## config.mk

```make
export PLATFORM = sky130hd
export DESIGN_NAME = wb_slave_regs
export DESIGN_NICKNAME = d
export VERILOG_FILES = /design/src/rtl/wb_pkg.sv /design/src/rtl/wb_regbank.sv /design/src/rtl/wb_slave_regs.sv
export SDC_FILE = /design/constraint.sdc
export NUM_CORES = 1
export LEC_CHECK = 0
export BUFFER_PORTS_ARGS = -buffer_cell sky130_fd_sc_hd__buf_2
export CORE_ASPECT_RATIO = 0.5
export CORE_MARGIN = 5
export CORE_UTILIZATION = 45
export CTS_BUF_LIST = sky130_fd_sc_hd__clkbuf_8
export CTS_CLUSTER_SIZE = 28
export DETAILED_ROUTE_END_ITERATION = 12
export HOLD_SLACK_MARGIN = 0.02
export PLACE_DENSITY = 0.63
export RECOVER_POWER = 50
export SLEW_MARGIN = 20
export SYNTH_ARGS = -nofsm -noshare
export SYNTH_HDL_FRONTEND = slang
export SYNTH_SLANG_ARGS = --single-unit
```

## constraint.sdc

```tcl
create_clock -name CLK_I -period 2.1 [get_ports CLK_I]
set_clock_uncertainty 0.05 [all_clocks]
set_input_delay 0.525 -clock CLK_I [delete_from_list [all_inputs] [get_ports CLK_I]]
set_output_delay 0.525 -clock CLK_I [all_outputs]
set_load 0.01 [all_outputs]
```

## src/rtl/wb_pkg.sv

```systemverilog
// wb_pkg: shared Wishbone widths, slave FSM states and the latched request record
package wb_pkg;
  localparam int WB_AW = 32;
  localparam int WB_DW = 32;
  localparam int WB_SW = 4;
  typedef enum logic [1:0] {IDLE, WAIT, ACK} wb_slv_state_e;
  typedef struct packed {
    logic             we;
    logic [WB_SW-1:0] sel;
    logic [7:0]       idx;
    logic             hit;
    logic [WB_DW-1:0] wdata;
  } wb_req_t;
endpackage

```

## src/rtl/wb_regbank.sv

```systemverilog
// wb_regbank: DEPTH x 32 storage; ports clk, rst_n (async clear), idx, be (byte write enables), wdata, rdata (combinational)
module wb_regbank
  import wb_pkg::*;
#(
  parameter int DEPTH = 16
) (
  input  logic                     clk,
  input  logic                     rst_n,
  input  logic [$clog2(DEPTH)-1:0] idx,
  input  logic [WB_SW-1:0]         be,
  input  logic [WB_DW-1:0]         wdata,
  output logic [WB_DW-1:0]         rdata
);
  logic [DEPTH-1:0][WB_DW-1:0] mem_q, mem_d;
  always_comb begin
    mem_d = mem_q;
    for (int b = 0; b < WB_SW; b++)
      if (be[b]) mem_d[idx][8*b +: 8] = wdata[8*b +: 8];
  end
  always_ff @(posedge clk or negedge rst_n)
    if (!rst_n) mem_q <= '0;
    else mem_q <= mem_d;
  assign rdata = mem_q[idx];
endmodule

```

## src/rtl/wb_slave_regs.sv

```systemverilog
// wb_slave_regs: Wishbone classic register slave; in CLK_I RST_I(active-low async) CYC_I STB_I WE_I SEL_I ADR_I DAT_I, out DAT_O ACK_O
module wb_slave_regs
  import wb_pkg::*;
#(
  parameter int               DEPTH       = 16,
  parameter logic [WB_AW-1:0] BASE_ADDR   = 32'h0000_0000,
  parameter int               WAIT_CYCLES = 0
) (
  input  logic             CLK_I,
  input  logic             RST_I,
  input  logic             CYC_I,
  input  logic             STB_I,
  input  logic             WE_I,
  input  logic [WB_SW-1:0] SEL_I,
  input  logic [WB_AW-1:0] ADR_I,
  input  logic [WB_DW-1:0] DAT_I,
  output logic [WB_DW-1:0] DAT_O,
  output logic             ACK_O
);
  localparam int IW = $clog2(DEPTH);
  wb_slv_state_e    state_q, state_d;
  wb_req_t          req_q, req_d, live, cur;
  logic [3:0]       cnt_q, cnt_d;
  logic [WB_DW-1:0] dat_q, dat_d, rdata;
  logic [WB_SW-1:0] be;
  logic             go_ack;
  logic             unused_ok;
  always_comb begin
    live = '{we: WE_I, sel: SEL_I, idx: 8'(ADR_I[1+IW:2]),
             hit: ADR_I[WB_AW-1:2+IW] == BASE_ADDR[WB_AW-1:2+IW], wdata: DAT_I};
    cur = state_q == IDLE ? live : req_q;
    state_d = state_q;
    req_d = req_q;
    cnt_d = cnt_q;
    case (state_q)
      IDLE: if (CYC_I && STB_I) begin
        req_d = live;
        cnt_d = 4'(WAIT_CYCLES);
        state_d = WAIT_CYCLES > 0 ? WAIT : ACK;
      end
      WAIT: if (!(CYC_I && STB_I)) state_d = IDLE;
        else begin
          cnt_d = cnt_q - 4'd1;
          state_d = cnt_q == 4'd1 ? ACK : WAIT;
        end
      default: state_d = IDLE;
    endcase
    go_ack = state_d == ACK && state_q != ACK;
    be = go_ack && cur.we && cur.hit ? cur.sel : '0;
    dat_d = go_ack && !cur.we ? (cur.hit ? rdata : '0) : dat_q;
  end
  always_ff @(posedge CLK_I or negedge RST_I)
    if (!RST_I) begin
      state_q <= IDLE;
      req_q <= '0;
      cnt_q <= '0;
      dat_q <= '0;
    end else begin
      state_q <= state_d;
      req_q <= req_d;
      cnt_q <= cnt_d;
      dat_q <= dat_d;
    end
  wb_regbank #(.DEPTH(DEPTH)) u_bank (
    .clk  (CLK_I),
    .rst_n(RST_I),
    .idx  (cur.idx[IW-1:0]),
    .be   (be),
    .wdata(cur.wdata),
    .rdata(rdata)
  );
  assign ACK_O = state_q == ACK;
  assign DAT_O = dat_q;
  assign unused_ok = ^{ADR_I[1:0], cur.idx};
endmodule

```

==> results.md <==
* Post-DRT Antenna Nets at 0
* Max-slew violations at 0
* Clock transition at path regs at 60 ps
* Crit path max fanout at 8
* Clock Sink Count at between 500 and 600
* Critical Path AT at around 2900 ps
* Antenna cells at 0
* CP Capture Type: flip-flop
* Worst-Skew Late Latency at 690 ps
* Placed Area at between 0.02 and 0.03 sq mm
* Post-layout net count at 2428
* Num CTS Buffers at roughly 90
* Register area share after synthesis at 0.572
* Yosys warnings at 0
* Crit path time final at between 2000 and 2500 ps
* Final Hold Vio Count at 0
* Initial DRC Count at 1319
* Worst setup SP type: flip-flop
* Largest net degree at the start of global routing at 88
* Finished Cell Area at ~0.034 sq mm
* Clock buffer depth at 3
* Main combinational cell family by area after synthesis: multiplexers
* Total power at between 20 and 25 mW
* Worst Setup Path Type: reg -> reg
* Hold path depth at 2
* Worst Reg2Reg Path Length in Cells at 9
* Max Used Layer: met4
* Worst Tran Pin Value at 1390 ps
* Pre-antenna DRT Iters at 6
* Top cells by area, synth: dfrtp_1 57%, mux2_2 22%, o22ai_1 6.2%
* Remaining DRCs at 0
* Synth Area per Inst at 12.9 sq um
* First-pass GRT wire length at between 100000 and 150000 microns
* Die Ht at roughly 180 microns
* Die Footprint at ~0.063 sq mm
* Leading area contributor after synthesis: dfrtp_1
* Failing checks: setup timing
* Routability cong. at roughly 0.8
* Area Overhead vs Synth at 30.8%
* Global route overflow at 0
* Vias in the first global route at between 15000 and 20000
* Post-Syn Nets at between 2000 and 2500
* GRT Util Overall at 0.226
* Hpwl dp at 43400 microns
* Proportion of synthesized area in mux cells at 0.239
* Initial antenna violation count at 0
* HP Class: in -> reg
* Vias/cell at between 5 and 6
* Setup violators final at 584
* Final WS setup at -255 ps
* Launching point of the worst reg2reg path: state_q[0]
* Post-synth cell types at 46
* Synth Cell Area at 0.0259 sq mm
* Unrepaired setup endpoints after global routing: yes
* Vias at between 15000 and 20000
* Starting Density at 0.453
* Synth Area in Adders at 0.000966
* CP required at around 2600 ps
* DIE WIDTH at roughly 350 microns
* Site Rows at 62
* Post-synthesis simple-gate area fraction at 0.0605
* Pwr per Cell Area at 727 mW/mm^2
* Synth Instances at ~2000
* Fraction of layout cells with a size suffix above 1 at 0.489
* Reg-to-Reg End: u_bank.mem_q[361]
* Setup crit start: state_q[0]
* Port bufs at just over 100
* WL met1 at 34300 microns
* Period Utilization, post-route at 1.12
* H-tree lvl count at 3
* Seq cells post-synth at 592
* Worst reg2reg setup slack at -260 ps
* Core Region at 0.0572 sq mm
* Achievable Freq at 425 MHz
* Total Negative Setup Slacks at -90670 ps
* Wire length on met3 at 3330 microns
* Slew headroom at 0.0712
* Synth top area share at 0.572
* VDD IR max at 0.000414 V
* I/O pin count at roughly 110
* CTS tree: yes
* Max-cap check violation count at 0
* Outcome: complete, but fails checks
* Worst Hold Launch: DAT_I[16]
* Synth Area in XOR/XNOR at 0.000676
* Hold EP: req_q[16]
* Compound-Gate Fraction of Synth Area at 0.101
* Routed wire length at around 73000 microns
* Met2 WL at about 34000 microns
* Static leakage at about 17 nW
* Clock tree root buffer cell: clkbuf_8
* Wire per inst at around 23 microns
-- worst max-delay path by stage --
stage,endpoint,cells past startpoint
after global routing,u_bank.mem_q[360],9
final,u_bank.mem_q[361],9
after floorplan,u_bank.mem_q[352],8
after detailed placement,u_bank.mem_q[102],8
after CTS,u_bank.mem_q[159],9
after global placement,u_bank.mem_q[103],8
-- cell families after synthesis --
kind of cell / after synthesis
and+or+nand+nor: 286
AOI/OAI and AO/OA: 439
xor gates and xnor gates: 2
buffers and inverters: 134
muxes: 551
DFF: 592
adders and majority gates: 2
-- registers in the layout (all words and copies together), names as in the netlist --
name,cells
req_q,42
u_bank.mem_q,512
state_q,2
DAT_O,32
cnt_q,4
-- layout make-up --
class | instances | area, sq um
clock buffers | 119 | 1640
inverters | 5 | 18.8
fillers | 4425 | 23300
multi-input cells | 1281 | 11800
flip-flops and latches | 592 | 14800
well taps | 768 | 961
clock inverters | 42 | 213
repair buffers | 385 | 4460
-- cells in the final DEF, fill, tap and decap left out, drive strengths merged, types with 2 or more instances in the layout --
cell type | netlist | routed
o21ai | 169 | 169
mux2 | 551 | 551
or4b | 2 | 2
nor4b | 2 | 2
nand3b | 2 | 2
dlygate4sd3 | 0 | 25
clkinv | 0 | 7
a32o | 5 | 5
dfrtp | 592 | 592
inv | 5 | 40
nor2 | 22 | 22
nand2b | 2 | 2
nand4 | 33 | 33
nor4 | 8 | 8
ha | 2 | 2
a21oi | 2 | 2
a31oi | 4 | 4
buf | 76 | 342
o22ai | 256 | 256
nand2 | 204 | 204
clkbuf | 53 | 136
nor4bb | 2 | 2
or2 | 3 | 4
-- synth_stat cells (all sizes together) --
cell type  instances
nor2b              1
o41ai              1
nor4b              2
o21ai            169
nand3b             2
dfrtp            592
or4                1
a31oi              4
o211ai             1
nand2b             2
or4b               2
and4b              1
xor2               1
nand2            204
ha                 2
inv                5
nor3               1
clkbuf            53
nand4             33
nand3              1
buf               76
nor4               8
nor4bb             2
o31ai              1
a32o               5
a21oi              2
nor2              22
mux2             551
o22ai            256
or2                3
nor3b              1
xnor2              1
-- critical path: stages, from the launching register on --
cell and delay (ps):
dfrtp_2 450, buf_6 160, or4b_4 530, o21ai_4 100
nand2_4 120, nor2_4 170, buf_6 160, buf_12 110
nand2_8 80, mux2_2 290
-- report_power, final --
part           leakage (nW)  internal (mW)  switching [mW]
logic                  7.45           1.44            1.82
clock network          1.07           5.10            4.64
registers              8.18           11.6           0.104
-- what timing repair did --
item                                   in CTS  in global routing
setup endpoints to repair                 584                584
pin swaps                                  23                 52
endpoints found under the hold margin      49                  0
resized for setup                         107                105
hold buffers                               25                  0
setup buffers                              43                 27
cloned                                      4                  7
-- metrics by stage --
stage           util  hold WS [ps]  cells  setup slack, ps
5_1_grt        0.593          29.1   3192             -298
6_report       0.593          61.0   3192             -255
2_1_floorplan      -           179   2006             -112
3_3_place_gp   0.521           413   2931             -474
3_5_place_dp   0.521           420   2931             -488
4_1_cts        0.577          20.2   3161             -198
-- layer usage --
layer  track usage  vias up
met2         0.348      437
met4        0.0691        0
met5             0        -
met3        0.0386      123
li1              -     8201
met1         0.329     9560
No activity file was read; power rests on OpenSTA's default activity.
